`config.mk`:
```
export PLATFORM = sky130hd
export DESIGN_NAME = if_id_stall_ctrl
export DESIGN_NICKNAME = d
export VERILOG_FILES = /design/src/rtl/if_id_stall_ctrl.sv
export SDC_FILE = /design/constraint.sdc
export NUM_CORES = 1
export LEC_CHECK = 0
export ABC_AREA = 0
export CAP_MARGIN = 15
export CELL_PAD_IN_SITES_DETAIL_PLACEMENT = 1
export CELL_PAD_IN_SITES_GLOBAL_PLACEMENT = 2
export CORE_UTILIZATION = 24
export DETAILED_ROUTE_END_ITERATION = 12
export PLACE_DENSITY_LB_ADDON = 0.1
export SYNTH_ARGS = -nofsm -noshare
export SYNTH_HDL_FRONTEND = slang
export SYNTH_SLANG_ARGS = --single-unit
export TNS_END_PERCENT = 30
```
`constraint.sdc`:
```
create_clock -name clk -period 1.9 [get_ports clk]
set_clock_uncertainty 0.1 [all_clocks]
set_input_delay 0.285 -clock clk [delete_from_list [all_inputs] [get_ports clk]]
set_output_delay 0.285 -clock clk [all_outputs]
set_load 0.005 [all_outputs]
```
`src/rtl/if_id_stall_ctrl.sv`:
```
// Fetch-side pipeline control: owns the PC and IF/ID register, reacts to stall/flush,
// drives the ID/EX bubble select and keeps saturating statistics plus a stall watchdog.
module if_id_stall_ctrl #(
  parameter int unsigned           PC_WIDTH   = 32,
  parameter int unsigned           INSN_WIDTH = 32,
  parameter int unsigned           PC_STEP    = 4,
  parameter logic [PC_WIDTH-1:0]   RESET_PC   = '0,
  parameter logic [INSN_WIDTH-1:0] NOP_INSN   = INSN_WIDTH'(32'h0000_0013),
  parameter int unsigned           CNT_WIDTH  = 16,
  parameter int unsigned           MAX_STALL  = 4
) (
  input  logic                  clk,
  input  logic                  reset,
  input  logic                  enable,
  input  logic                  stall,
  input  logic                  flush,
  input  logic [PC_WIDTH-1:0]   branch_target,
  input  logic [INSN_WIDTH-1:0] imem_instr,
  output logic [PC_WIDTH-1:0]   pc_out,
  output logic [PC_WIDTH-1:0]   if_id_pc,
  output logic [PC_WIDTH-1:0]   if_id_pc_next,
  output logic [INSN_WIDTH-1:0] if_id_instr,
  output logic                  if_id_valid,
  output logic                  id_ex_bubble,
  output logic [CNT_WIDTH-1:0]  stall_count,
  output logic [CNT_WIDTH-1:0]  flush_count,
  output logic                  stall_timeout
);

  localparam logic [PC_WIDTH-1:0] STEP     = PC_WIDTH'(PC_STEP);
  localparam int unsigned         SRUN_W   = $clog2(MAX_STALL + 1);
  localparam logic [SRUN_W-1:0]   SRUN_MAX = SRUN_W'(MAX_STALL);

  typedef enum logic [1:0] {
    ST_FILL,
    ST_RUN,
    ST_STALLED
  } state_t;

  state_t                  state_reg,    state_next;
  logic [PC_WIDTH-1:0]     pc_reg,       pc_next;
  logic [PC_WIDTH-1:0]     ipc_reg,      ipc_next;
  logic [PC_WIDTH-1:0]     seq_pc_reg,   seq_pc_next;
  logic [INSN_WIDTH-1:0]   instr_reg,    instr_next;
  logic                    valid_reg,    valid_next;
  logic [SRUN_W-1:0]       srun_reg,     srun_next;
  logic                    timeout_reg,  timeout_next;

  // Exactly one of these is high when enabled; flush dominates stall.
  logic act_flush, act_stall, act_adv;
  assign act_flush = enable & flush;
  assign act_stall = enable & stall & ~flush;
  assign act_adv   = enable & ~stall & ~flush;

  always_comb begin
    state_next  = state_reg;
    pc_next     = pc_reg;
    ipc_next    = ipc_reg;
    seq_pc_next = seq_pc_reg;
    instr_next  = instr_reg;
    valid_next  = valid_reg;
    srun_next   = srun_reg;
    if (act_flush) begin
      pc_next    = branch_target;
      instr_next = NOP_INSN;
      valid_next = 1'b0;
      srun_next  = '0;
      state_next = (state_reg == ST_FILL) ? ST_FILL : ST_RUN;
    end else if (act_stall) begin
      srun_next  = (srun_reg == SRUN_MAX) ? srun_reg : srun_reg + SRUN_W'(1);
      state_next = ST_STALLED;
    end else if (act_adv) begin
      ipc_next    = pc_reg;
      seq_pc_next = pc_reg + STEP;
      instr_next  = imem_instr;
      valid_next  = 1'b1;
      pc_next     = pc_reg + STEP;
      srun_next   = '0;
      state_next  = ST_RUN;
    end
    // Sticky: once the run of stalls hits the limit only reset clears it.
    timeout_next = timeout_reg | (srun_next == SRUN_MAX);
  end

  always_ff @(posedge clk) begin
    if (reset) begin
      state_reg   <= ST_FILL;
      pc_reg      <= RESET_PC;
      ipc_reg     <= '0;
      seq_pc_reg  <= '0;
      instr_reg   <= NOP_INSN;
      valid_reg   <= 1'b0;
      srun_reg    <= '0;
      timeout_reg <= 1'b0;
    end else begin
      state_reg   <= state_next;
      pc_reg      <= pc_next;
      ipc_reg     <= ipc_next;
      seq_pc_reg  <= seq_pc_next;
      instr_reg   <= instr_next;
      valid_reg   <= valid_next;
      srun_reg    <= srun_next;
      timeout_reg <= timeout_next;
    end
  end

  // Index 0 counts stall cycles, index 1 counts flushes; both stick at all-ones.
  logic [1:0] stat_inc;
  assign stat_inc = {act_flush, act_stall};

  for (genvar gi = 0; gi < 2; gi++) begin : g_stat
    logic [CNT_WIDTH-1:0] cnt_reg;
    always_ff @(posedge clk) begin
      if (reset) begin
        cnt_reg <= '0;
      end else if (stat_inc[gi] && !(&cnt_reg)) begin
        cnt_reg <= cnt_reg + CNT_WIDTH'(1);
      end
    end
  end

  assign pc_out        = pc_reg;
  assign if_id_pc      = ipc_reg;
  assign if_id_pc_next = seq_pc_reg;
  assign if_id_instr   = instr_reg;
  assign if_id_valid   = valid_reg;
  assign id_ex_bubble  = enable & ~reset & (flush | stall);
  assign stall_count   = g_stat[0].cnt_reg;
  assign flush_count   = g_stat[1].cnt_reg;
  assign stall_timeout = timeout_reg;

endmodule

```
==> results.toml <==
[detailed_routing]
drt_iter0_markers = 294
vias_per_cell = 4.65
drt_wl_total_mm = 27.5
wl_per_cell_um = 16.9
antenna_left = 0
post-route-drc-count = 0
dr_total_vias = 7559
drt_first_pass_iters = 6

[logic_synthesis]
synth_area_leaders = "dfxtp_1 (45%), nand2_1 (9.4%), a21oi_1 (6.5%)"
async_flop_share = 0
synth-xor-area-share = 0.0565
post-synth-top-count-cell = "nand2_1"
synth-compound-area-share = 0.186
synth_top_area_cell = "dfxtp_1"
ys_seq_area_frac = 0.447
avgSynthCellArea_um2 = 8.09
synthFlopType = "dfxtp_1"
synth_cell_types = 62
ys_seq_elements = 163
synth_top_family_by_area = "simple AND/OR/NAND/NOR gates"
synth_top_cell_area_share = 0.447
synth_fp_nets = 975
synth-adder-area-share = 0.00858
muxShareOfSynthArea = 0.00549
yosys_warnings = 0
synth-edff-count = 0
synthTopCellsByCount = "nand2_1 (183), dfxtp_1 (163), a21oi_1 (94)"
synth_area_um2 = 7290
syn_inst = 901
yosys.area_share.simple = 0.247

[global_route]
grtUsageTotal = 0.177
antenna_found_initial = 0
grt_max_degree = 55
overflow = 0
grt_pass1_wl_mm = 43.1
grt_pass1_vias = 7712

[worst_setup_path]
path_class = "flip-flop to output port"
worst-r2r-cell-count = 9
cp.arrival_ns = 1.47
rr_startpoint = "pc_out[7]"
timing.rr.end = "pc_out[25]"
crit_fanout = 5
crit_required_ns = 1.51
end_kind = "output port"
start_kind = "flip-flop"
r2r_setup_slack_ns = 0.06

[place]
place.port_buffers = 231
placed_area_um2 = 10900
gp_congestion = 0.743
place_hpwl_mm = 20.1

[worst_hold_path]
hold-path-endpoint = "stall_count[1]"
min-delay-start = "reset"
worstHoldPathCells = 3
hold_path.class = "input port to flip-flop"

[die]
fp.dieH_um = 176
pin_count = 232
rows = 63
dieWidth_um = 176
dieArea_um2 = 31100
core_um2 = 29800
initial_core_util = 0.245

[power_and_ir_drop]
ir_drop_v = 0.000519
p_leak_nw = 4.16
p_clk_frac = 0.436
switchingPower_mw = 2.19
p_int_mw = 5.99
power_density_nw_per_um2 = 700
comb_power_share = 0.127
seqPwrFrac = 0.437
swShare = 0.267

[sta]
drv_slew = 0
setup_viol = 0
relSlewSlack = 0.697
worst_pin_slew_ns = 0.454
rsz0062_at_grt = "true"
finalHoldWorstSlack_ns = 0.233
clock.fmax_ghz = 0.539
post-route-min-period_ns = 1.85
period_share = 0.976
hold_viol_final = 0

[cells_and_area]
antenna_cells = 0
nets = 1296
syn2layout_area_growth_pct = 60.2
post-route-util = 0.392
fin_area_um2 = 11700
drive_gt1_frac = 0.175

[clock_tree]
cts_tree = "done"
clock-root-buffer = "clkbuf_16"
clock_latency_ns = 0.43
htree_levels = 4
cts_sinks = 163
holdBufCountCts = 0
numCtsBuffers = 17
clk_path_buf_depth = 2
clk_pin_slew_ns = 0.08

[job]
maxCapViolCount = 0

[run_status]
status = "finished clean"
## what timing repair did
item,CTS,global route
gates resized for setup,16,21
setup buffers,0,7
pin swaps,0,13
gates cloned,0,1
setup endpoints to repair,12,23
## power by group through the flow
stage / registers [mW] / logic (mW) / clock network (mW)
detailed placement: 3.65 / 1.06 / 0
global placement: 3.65 / 1.06 / 0
global route: 3.59 / 1.14 / 3.81
floorplan: 3.68 / 0.370 / 0
CTS: 3.58 / 1.07 / 3.71
finish: 3.57 / 1.04 / 3.56
## kinds of logic after synthesis
| family | after synthesis |
|---|---|
| DFF | 163 |
| muxes | 4 |
| and+or+nand+nor | 389 |
| AOI/OAI and AO/OA | 211 |
| xor gates and xnor gates | 47 |
| adders and majority gates | 5 |
| buffers and inverters | 82 |
## cells in the final DEF, fill, tap and decap left out, drive strengths merged, types with 9 or more instances in the layout
cell type / count
o21ai: 17
nor2: 90
a21oi: 94
a22oi: 13
xor2: 25
nand2: 183
or3: 12
dfxtp: 163
buf: 141
inv: 18
clkdlybuf4s50: 224
nor3: 14
nand4: 18
xnor2: 22
clkbuf: 20
nand3: 34
a31oi: 15
and2: 9
a211oi: 31
## area by class of cell
type | count | area [µm²]
fillers | 3453 | 18100
multi-input cells | 656 | 3730
repair buffers | 372 | 3540
flip-flops and latches | 163 | 3280
well taps | 390 | 488
clock buffers | 19 | 453
clock inverters | 13 | 143
inverters | 12 | 45.0
## per-layer routing
layer / global-route usage / routed length, µm
met1: 0.233 / 12900
met2: 0.296 / 13100
met3: 0.0407 / 1300
met4: 0.0348 / 221
met5: 0 / 0
## through the flow
| stage | power, mW | std cells | TNS, ns | setup slack, ns |
|---|---|---|---|---|
| after floorplan | 4.05 | 901 | 0 | 0.0549 |
| after global placement | 4.71 | 1585 | -26.91 | -0.380 |
| after detailed placement | 4.72 | 1585 | -31.83 | -0.376 |
| after CTS | 8.35 | 1617 | 0 | 0.00211 |
| after global routing | 8.54 | 1625 | -0.0811 | -0.0197 |
| final | 8.18 | 1625 | 0 | 0.0454 |
## worst max-delay path by stage
stage,end,start,cells past startpoint,slack (ns)
6_report,pc_out[12],pc_out[12],2,0.05
2_1_floorplan,pc_out[22],pc_out[9],7,0.05
4_1_cts,pc_out[8],pc_out[8],2,0.002
5_1_grt,pc_out[25],pc_out[5],8,-0.02
3_5_place_dp,id_ex_bubble,flush,4,-0.38
3_3_place_gp,id_ex_bubble,enable,4,-0.38
## worst max-delay path: stages (launching register included)
cell and delay [ns]:
dfxtp_2 0.37, buf_4 0.16, clkdlybuf4s50_1 0.52
No activity file was read; power rests on OpenSTA's default activity.
